## src/rtl/matrix_capture_if.sv

```systemverilog
// Pixel write port of the HUB75 receiver: one (row, column, plane, rgb)
// record per valid/ready handshake.
interface matrix_capture_if;
   logic       wr_valid;
   logic       wr_ready;
   logic [3:0] wr_row;
   logic [5:0] wr_column;
   logic [2:0] wr_plane;
   logic [2:0] wr_rgb1;
   logic [2:0] wr_rgb2;

   modport master (
      output wr_valid, wr_row, wr_column, wr_plane, wr_rgb1, wr_rgb2,
      input  wr_ready
   );

   modport slave (
      input  wr_valid, wr_row, wr_column, wr_plane, wr_rgb1, wr_rgb2,
      output wr_ready
   );
endinterface

```

## src/rtl/matrix_capture.sv

```systemverilog
// HUB75 receiver. Oversamples the panel bus, shifts in one row of pixels per
// latch, measures the following OE pulse to recover the bit plane and replays
// the latched row as COLUMNS pixel writes on the wr port.
module matrix_capture #(
   parameter int COLUMNS      = 64,
   parameter int PLANES       = 6,
   parameter int OE_UNIT_LOG2 = 0
) (
   input  logic             clk_in,
   input  logic             reset,
   input  logic             hub_clk,
   input  logic             hub_latch,
   input  logic             hub_oe,
   input  logic [3:0]       hub_addr,
   input  logic [2:0]       hub_rgb1,
   input  logic [2:0]       hub_rgb2,
   matrix_capture_if.master wr,
   output logic             err_count,
   output logic             err_overrun,
   output logic             err_runt,
   input  logic             clear_err
);

   typedef struct packed {
      logic       clk;
      logic       latch;
      logic       oe;
      logic [3:0] addr;
      logic [2:0] rgb1;
      logic [2:0] rgb2;
   } hub_t;

   typedef enum logic [1:0] {IDLE, WAIT_OE, MEASURE, EMIT} state_t;

   localparam logic [6:0] COUNT_FULL = 7'(COLUMNS);
   localparam logic [5:0] COL_LAST   = 6'(COLUMNS - 1);
   localparam logic [3:0] PLANE_MAX  = 4'(PLANES - 1);

   hub_t        hub_in, meta_q, meta_d, sync_q, sync_d;
   logic [2:0]  hist_q, hist_d;            // {clk, latch, oe} one cycle behind sync_q
   state_t      state_q, state_d;
   logic [6:0]  pix_cnt_q, pix_cnt_d, shift_idx;
   logic [5:0]  shift_q [COLUMNS];
   logic [5:0]  shift_d [COLUMNS];
   logic [5:0]  hold_q  [COLUMNS];
   logic [5:0]  hold_d  [COLUMNS];
   logic [15:0] oe_width_q, oe_width_d, units;
   logic [3:0]  row_q, row_d, units_msb;
   logic [2:0]  plane_q, plane_d, plane_dec;
   logic [5:0]  col_q, col_d;
   logic        err_count_q, err_count_d, err_overrun_q, err_overrun_d, err_runt_q, err_runt_d;
   logic        clk_rise, latch_rise, oe_rise, oe_fall;
   logic        latch_ok, count_set, overrun_set, runt_set;

   assign hub_in     = {hub_clk, hub_latch, hub_oe, hub_addr, hub_rgb1, hub_rgb2};
   assign clk_rise   = sync_q.clk   & ~hist_q[2];
   assign latch_rise = sync_q.latch & ~hist_q[1];
   assign oe_rise    = sync_q.oe    & ~hist_q[0];
   assign oe_fall    = ~sync_q.oe   &  hist_q[0];

   // Two-flop synchronizer plus edge-history stage for the whole HUB75 bus.
   always_comb begin
      meta_d = hub_in;
      sync_d = meta_q;
      hist_d = {sync_q.clk, sync_q.latch, sync_q.oe};
   end

   // Shift side: pixel capture on hub_clk rises, row hand-off on hub_latch rises.
   always_comb begin
      // NOTE: every signal gets a default before any branch, so no path leaves it
      // unassigned and no latch is inferred.
      shift_d     = shift_q;
      hold_d      = hold_q;
      pix_cnt_d   = pix_cnt_q;
      shift_idx   = pix_cnt_q;
      latch_ok    = 1'b0;
      count_set   = 1'b0;
      overrun_set = 1'b0;
      if (latch_rise) begin
         pix_cnt_d = '0;
         shift_idx = '0;
         if (pix_cnt_q != COUNT_FULL) begin
            count_set = 1'b1;
         end else if (state_q != IDLE) begin
            overrun_set = 1'b1;
         end else begin
            latch_ok = 1'b1;
            hold_d   = shift_q;
         end
      end
      // A pixel arriving with the latch is the first pixel of the next row.
      if (clk_rise && shift_idx < COUNT_FULL) begin
         shift_d[shift_idx[5:0]] = {sync_q.rgb1, sync_q.rgb2};
         pix_cnt_d               = shift_idx + 7'd1;
      end
   end

   // Plane decode: floor(log2(units)) - 1, clamped to the top plane.
   always_comb begin
      units     = oe_width_q >> OE_UNIT_LOG2;
      units_msb = '0;
      for (int i = 1; i < 16; i++) begin
         if (units[i]) units_msb = 4'(i);
      end
      plane_dec = (units_msb - 4'd1 > PLANE_MAX) ? PLANE_MAX[2:0] : 3'(units_msb - 4'd1);
   end

   // Control FSM: wait for OE, measure its width, then replay the held row.
   always_comb begin
      state_d    = state_q;
      oe_width_d = oe_width_q;
      row_d      = row_q;
      plane_d    = plane_q;
      col_d      = col_q;
      runt_set   = 1'b0;
      case (state_q)
         IDLE: begin
            if (latch_ok) state_d = WAIT_OE;
         end
         WAIT_OE: begin
            if (oe_rise) begin
               state_d    = MEASURE;
               oe_width_d = 16'd1;
            end
         end
         MEASURE: begin
            if (oe_width_q == 16'd1) row_d = sync_q.addr;
            if (oe_fall) begin
               if (units < 16'd2) begin
                  runt_set = 1'b1;
                  state_d  = IDLE;
               end else begin
                  plane_d = plane_dec;
                  col_d   = '0;
                  state_d = EMIT;
               end
            end else if (sync_q.oe && oe_width_q != 16'hFFFF) begin
               oe_width_d = oe_width_q + 16'd1;
            end
         end
         EMIT: begin
            if (wr.wr_ready) begin
               if (col_q == COL_LAST) begin
                  col_d   = '0;
                  state_d = IDLE;
               end else begin
                  col_d = col_q + 6'd1;
               end
            end
         end
         default: state_d = IDLE;
      endcase
   end

   // Sticky errors; clear_err overrides a same-cycle set.
   always_comb begin
      err_count_d   = clear_err ? 1'b0 : (err_count_q   | count_set);
      err_overrun_d = clear_err ? 1'b0 : (err_overrun_q | overrun_set);
      err_runt_d    = clear_err ? 1'b0 : (err_runt_q    | runt_set);
   end

   // State register for the whole block.
   always_ff @(posedge clk_in or negedge reset) begin
      if (!reset) begin
         meta_q        <= '0;
         sync_q        <= '0;
         hist_q        <= '0;
         state_q       <= IDLE;
         pix_cnt_q     <= '0;
         // NOTE: both pixel buffers are reset on purpose: wr_rgb reads the holding
         // buffer directly and a reset must drop any pending row and show zeros.
         shift_q       <= '{default: '0};
         hold_q        <= '{default: '0};
         oe_width_q    <= '0;
         row_q         <= '0;
         plane_q       <= '0;
         col_q         <= '0;
         err_count_q   <= 1'b0;
         err_overrun_q <= 1'b0;
         err_runt_q    <= 1'b0;
      end else begin
         meta_q        <= meta_d;
         sync_q        <= sync_d;
         hist_q        <= hist_d;
         state_q       <= state_d;
         pix_cnt_q     <= pix_cnt_d;
         shift_q       <= shift_d;
         hold_q        <= hold_d;
         oe_width_q    <= oe_width_d;
         row_q         <= row_d;
         plane_q       <= plane_d;
         col_q         <= col_d;
         err_count_q   <= err_count_d;
         err_overrun_q <= err_overrun_d;
         err_runt_q    <= err_runt_d;
      end
   end

   // The first pixel shifted in after a latch belongs to the highest column.
   assign wr.wr_valid                = (state_q == EMIT);
   assign wr.wr_row                  = row_q;
   assign wr.wr_column               = col_q;
   assign wr.wr_plane                = plane_q;
   assign {wr.wr_rgb1, wr.wr_rgb2}   = hold_q[COL_LAST - col_q];
   assign err_count                  = err_count_q;
   assign err_overrun                = err_overrun_q;
   assign err_runt                   = err_runt_q;

endmodule

```

## src/flat_wrapper.sv

```systemverilog
// flat-port wrapper written by rule: the top's interface ports become plain ports
module matrix_capture_flat 
#(
   parameter int COLUMNS      = 64,
   parameter int PLANES       = 6,
   parameter int OE_UNIT_LOG2 = 0
)
  (clk_in, reset, hub_clk, hub_latch, hub_oe, hub_addr, hub_rgb1, hub_rgb2, err_count, err_overrun, err_runt, clear_err, wr_wr_valid, wr_wr_row, wr_wr_column, wr_wr_plane, wr_wr_rgb1, wr_wr_rgb2, wr_wr_ready);
  matrix_capture_if wr_i ();
  input  logic clk_in;
  input  logic reset;
  input  logic hub_clk;
  input  logic hub_latch;
  input  logic hub_oe;
  input  logic [3:0] hub_addr;
  input  logic [2:0] hub_rgb1;
  input  logic [2:0] hub_rgb2;
  output logic err_count;
  output logic err_overrun;
  output logic err_runt;
  input  logic clear_err;
  output wire logic [$bits(wr_i.wr_valid)-1:0] wr_wr_valid;
  output wire logic [$bits(wr_i.wr_row)-1:0] wr_wr_row;
  output wire logic [$bits(wr_i.wr_column)-1:0] wr_wr_column;
  output wire logic [$bits(wr_i.wr_plane)-1:0] wr_wr_plane;
  output wire logic [$bits(wr_i.wr_rgb1)-1:0] wr_wr_rgb1;
  output wire logic [$bits(wr_i.wr_rgb2)-1:0] wr_wr_rgb2;
  input wire logic [$bits(wr_i.wr_ready)-1:0] wr_wr_ready;
  assign wr_wr_valid = wr_i.wr_valid;
  assign wr_wr_row = wr_i.wr_row;
  assign wr_wr_column = wr_i.wr_column;
  assign wr_wr_plane = wr_i.wr_plane;
  assign wr_wr_rgb1 = wr_i.wr_rgb1;
  assign wr_wr_rgb2 = wr_i.wr_rgb2;
  assign wr_i.wr_ready = wr_wr_ready;
  matrix_capture #(.COLUMNS(COLUMNS), .PLANES(PLANES), .OE_UNIT_LOG2(OE_UNIT_LOG2)) u_core (.clk_in(clk_in), .reset(reset), .hub_clk(hub_clk), .hub_latch(hub_latch), .hub_oe(hub_oe), .hub_addr(hub_addr), .hub_rgb1(hub_rgb1), .hub_rgb2(hub_rgb2), .wr(wr_i), .err_count(err_count), .err_overrun(err_overrun), .err_runt(err_runt), .clear_err(clear_err));
endmodule
```

## config.mk

```make
export PLATFORM = sky130hd
export DESIGN_NAME = matrix_capture_flat
export DESIGN_NICKNAME = d
export VERILOG_FILES = /design/src/rtl/matrix_capture_if.sv /design/src/rtl/matrix_capture.sv /design/src/flat_wrapper.sv
export SDC_FILE = /design/constraint.sdc
export NUM_CORES = 1
export LEC_CHECK = 0
export BUFFER_PORTS_ARGS = -buffer_cell sky130_fd_sc_hd__buf_4
export CORE_MARGIN = 5
export CORE_UTILIZATION = 63
export DETAILED_ROUTE_END_ITERATION = 10
export GPL_TIMING_DRIVEN = 0
export MAX_ROUTING_LAYER = met4
export PLACE_DENSITY = 0.78
export REMOVE_ABC_BUFFERS = 1
export SLEW_MARGIN = 20
export SYNTH_ARGS = -nofsm -noshare
export SYNTH_HDL_FRONTEND = slang
export SYNTH_SLANG_ARGS = --single-unit
```

## constraint.sdc

```tcl
create_clock -name clk_in -period 3.4 [get_ports clk_in]
set_input_delay 0.68 -clock clk_in [delete_from_list [all_inputs] [get_ports clk_in]]
set_output_delay 0.68 -clock clk_in [all_outputs]
set_load 0.005 [all_outputs]
```

---- After elaboration in Yosys (flattened, before gate mapping) ----
Index checks and enable logic that the tools add are counted.
storage, ports and cells
  flip-flop bits (word level) ............. 838
  input bits .............................. 17
cells by class
  add/sub/neg operators ................... 5
  magnitude comparators ................... 6
  eq/ne operators ......................... 15
  multiplexer cells ....................... 54
  bitwise operators ....................... 16
  reductions and logical operators ........ 13
operators with widths
  cell                   number
  $bwmux 384             1
  $mux 16                3
  $mux 6                 7
  $bmux 6 s6             1
  $demux 6 s6            1
  $mux 4                 8
  $pmux 16 s2            1
  $add 16x1->16 const B  1
  $eq 16x1->1 const B    1
  $lt 16x2->1 const B    1
  $mux 2                 8
  $ne 16x16->1 const B   1
  $mux 1                 15
  $mux 3                 5
  $ge 7x7->1 const B     2
  $mux 7                 2
  $not 6->7              2
  $ne 2x1->1 const B     6
  $pmux 6 s2             1
  $pmux 2 s4             1
  $reduce_and 4->1       2
  $add 7x1->7 const B    1
  $lt 7x1->1 const B     1
  $lt 7x7->1 const B     1
  other kinds (18)       36

---- Longest topological paths before layout ----
  depth after elaboration ................. 18
  depth in mapped cells ................... 11
  depth with buffers taken out ............ 10

---- Worst setup path before layout ----
OpenSTA, ideal clock, no wires.
  path kind ............................... register -> output
  from .................................... reg u_core.col_q[0], in the netlist u_core.wr.wr_column[0]
  to ...................................... out wr_wr_rgb1[1]
  arrival time ............................ 2.150 ns
  data required time ...................... 2.720 ns
  slack ................................... 0.570 ns
  cell stages (with the launch flop) ...... 8
  path through ............................ dfrtp_1 buf_2 buf_2 buf_2 mux4_2 a22oi_1 a21oi_1 a211o_1
between the ends
  word-level cells in the longest chain between the ends .. 5
RTL lines
  item                                        RTL line               source
  start: declaration                          matrix_capture.sv:50   logic [5:0] col_q, col_d;
  start signal: assignment                    matrix_capture.sv:192  col_q <= col_d;
  $sub 6x6->6                                 matrix_capture.sv:204  assign {wr.wr_rgb1, wr.wr_rgb2} = hold_q[COL_LAST - col_q];
  $not 6->7 (not written as such)             matrix_capture.sv:204
  $bmux 6 s6                                  matrix_capture.sv:204
  $mux 6 (not written as such) (2 in series)  matrix_capture.sv:204
  end: declaration                            flat_wrapper.sv:26     output wire logic [$bits(wr_i.wr_rgb1)-1:0] wr_wr_rgb1;
No other way between the ends. The select of a mux whose other input is x is not followed.

---- Final worst setup path ----
  from .................................... reg u_core.col_q[0], in the netlist u_core.wr.wr_column[0]
  to ...................................... out wr_wr_rgb1[0]
The elaborated chain is that of the path after synthesis.

==> results.tsv <==
metric	value	unit
RSZ-0062 raised after global routing	true	
CTS tree	yes	
DP Worst Slack	-0.976	ns
Initial Util	63.5	%
CP required	2.72	ns
failing checks	negative setup slack	
crit path buf inv count	4	
drt first pass iters	6	
logic gate share of total power	16.8	%
Num CTS Buffers	84	
count leader, synth	nand2_1	
Seq/Total Area, Yosys	60.1	%
Int Power	0.0177	W
Reg-to-Reg Start	u_core.pix_cnt_q[5]$_DFF_PN0_	
Warnings, synthesis	0	
dominant synthesized flop cell	dfrtp_1	
worst rel slew slack	40.8	%
Crit-path slowest cell	dfrtp_4	
Max Slew Vio Count	0	
Final Skew	0.0235	ns
CP max FO	7	
post-layout min period	3.83	ns
# rows	86	
final setup fails	6	
hold depth	1	
Startpoint Class	register	
clock insertion delay at the later pin of the skew report	0.64	ns
grt ovf	0	
Root Buffer	clkbuf_16	
EDFF count, synth	0	
largest net degree at the start of global routing	108	
vias per cell	5.98	
fill count	3361	
CP most frequent cell	buf_8	
list of most frequent post-synthesis cells	1210 x nand2_1, 838 x dfrtp_1, 396 x mux2_2	
RD Place Congestion	0.855	
sw power	0.00651	W
H-tree depth	3	
Final Cell Area	40300	sq um
critical-path cell list	buf_12, buf_8, or3b_4, buf_8, o22ai_2, a211o_1, a31oi_1, nor3_2, buf_4	
initial antenna violation count	0	
ant diodes	0	
worst hold path endpoint	u_core.meta_q[12]$_DFF_PN0_	
Placeable Area	55000	sq um
min-delay src	hub_clk	
Die Area	60200	sq um
top cell type by total area after synthesis	dfrtp_1	
Post-DP Area	36400	sq um
die height	245	um
fraction of registers with async set/reset	100	%
crit path DAT	3.15	ns
worst r2r path cells	15	
PD cells	600	nW/um^2
Critical Path Max Stage Delay	0.50	ns
maximum VDD drop	0.549	mV
Yosys top cell area share	60.1	%
reg-to-reg slack, setup	0.12	ns
Least-Margin Pin Slew	0.888	ns
most area-consuming cells after synthesis	dfrtp_1 60%, nand2_1 13%, mux2_2 13%, mux4_2 4.8%, mux2i_1 1.5%	
MaxCap Viol Count	0	
CTS clk-pin slew, worst paths	0.06	ns
critical path class	register to primary output	
Fmax	261	MHz
status	complete, but fails checks	
vias in the first global route	24600	
Hold Path Class	input port to register	
All-Layer GR Usage	30.0	%
Final WS setup	-0.428	ns
sw frac	26.9	%
die span in x	245	um
synthesized cell area	34900	sq um
Setup crit end kind	primary output	
# port buffers	39	
clock power share	39.1	%
synth-to-layout area growth	15.4	%
Cell variety after synth	57	
# DRC	0	
Detailed Route WL	86.7	mm
reg2reg end	u_core.hold_q[197]$_DFFE_PN0P_	
Post-Syn Area per Cell	11.3	sq um
IO Count	40	
clock buffer depth	3	
dpl hpwl	50.9	mm
Synth Register Bits	838	
Cells after Synth	3083	
first-pass GRT wire length	137	mm
DRT antenna net count	0	
fin crit share	113	%
P_leak	20.8	nW
Vias	23600	
NumNets Final	3165	
number of hold violations in the final report	0	
final core utilization	73.3	%
Initial DRC Count	2410	
Largest delay share family, worst path	simple AND/OR/NAND/NOR gates	
WL per Instance	21.9	um
Seq pwr share	44.1	%
layout cells sized above 1	26.3	%
Clock Sinks	838	
[what timing repair did]
item                                    CTS  global route
resized for setup                        67            40
pin swaps                                17            21
hold buffers                              1             0
endpoints found under the setup margin  269            18
cloned                                    6             0
buffers inserted                         35            14
hold endpoints to repair                 31             0
[sequential cells by signal, summed over array words and instances, names as in the netlist, 2 cells and up]
| name | cells |
|---|---|
| u_core.wr.wr_row | 4 |
| u_core.wr.wr_plane | 3 |
| u_core.pix_cnt_q | 7 |
| u_core.hold_q | 384 |
| u_core.sync_q | 10 |
| u_core.hist_d | 3 |
| u_core.oe_width_q | 16 |
| u_core.state_q | 2 |
| u_core.wr.wr_column | 6 |
| u_core.hist_q | 3 |
| u_core.meta_q | 13 |
| u_core.shift_q | 384 |
[per-layer routing]
layer  wire length, um  global-route usage (%)  up-vias
met1             34500                    39.2    12200
li1                  -                       -    10300
met2             42300                    47.4      886
met3              5630                    5.52      261
met4              4250                    12.3        0
met5                 0                       -        -
[cell type report]
cell class | count | area (sq um) | area share, %
clock inverter | 26 | 299 | 0.742
tap | 748 | 936 | 2.32
sequential | 838 | 21000 | 52.1
clock buffer | 123 | 2540 | 6.31
timing repair buffer | 152 | 1840 | 4.57
inverter | 12 | 45.0 | 0.112
multi-input combinational | 2053 | 13600 | 33.8
[stage by stage]
| step | hold WS, ns | total power (W) | TNS [ns] | cells |
|---|---|---|---|---|
| global placement | 0.334 | 0.0132 | - | 3689 |
| detailed placement | 0.336 | 0.0137 | -84.62 | 3750 |
| floorplan | 0.331 | 0.0123 | -6468.71 | 2902 |
| finish | 0.149 | 0.0242 | -2.39 | 3952 |
| global route | 0.120 | 0.0249 | -2.62 | 3952 |
| CTS | 0.116 | 0.0241 | -1.97 | 3940 |
[how the worst max path moves through the flow]
stage,start,end,depth (start not counted)
floorplan,u_core.hist_d[1]$_DFF_PN0_,u_core.hold_q[0]$_DFFE_PN0P_,5
global route,u_core.wr.wr_column[0]$_DFFE_PN0P_,wr_wr_rgb1[1],11
global placement,u_core.hist_d[1]$_DFF_PN0_,u_core.hold_q[74]$_DFFE_PN0P_,5
finish,u_core.wr.wr_column[0]$_DFFE_PN0P_,wr_wr_rgb1[0],9
CTS,u_core.wr.wr_column[0]$_DFFE_PN0P_,wr_wr_rgb2[1],8
detailed placement,u_core.hist_d[1]$_DFF_PN0_,u_core.hold_q[203]$_DFFE_PN0P_,14
[power groups by stage]
stage	Combinational, W	Sequential [W]	Clock (W)
after floorplan	0.00128	0.0110	0
after global placement	0.00195	0.0113	0
after detailed placement	0.00276	0.0110	0
after CTS	0.00389	0.0106	0.00954
after global routing	0.00425	0.0107	0.0100
final	0.00407	0.0107	0.00945
[logic make-up after synthesis]
group / Yosys count / share of synthesized area, %
buf+inv: 193 / 2.28
xor+xnor: 15 / 0.376
compound gates: 114 / 2.30
mux: 524 / 19.1
simple gates: 1392 / 15.6
fa+ha+maj: 7 / 0.251
flops: 838 / 60.1
[placed cells by master (no fill, tap or decap), drive strengths merged, types with 8 or more instances in the layout]
master  count
a211o      10
a211oi      8
a21oi      16
and2        8
buf       150
clkbuf    123
clkinv     15
dfrtp     838
inv        14
mux2      396
mux2i      54
mux4       74
nand2    1210
nand2b      9
nand3      17
nor2       87
nor2b      11
nor3       14
o21ai      10
o22ai      24
xor2        9
Note: power is estimated with default switching activity, not from simulation.
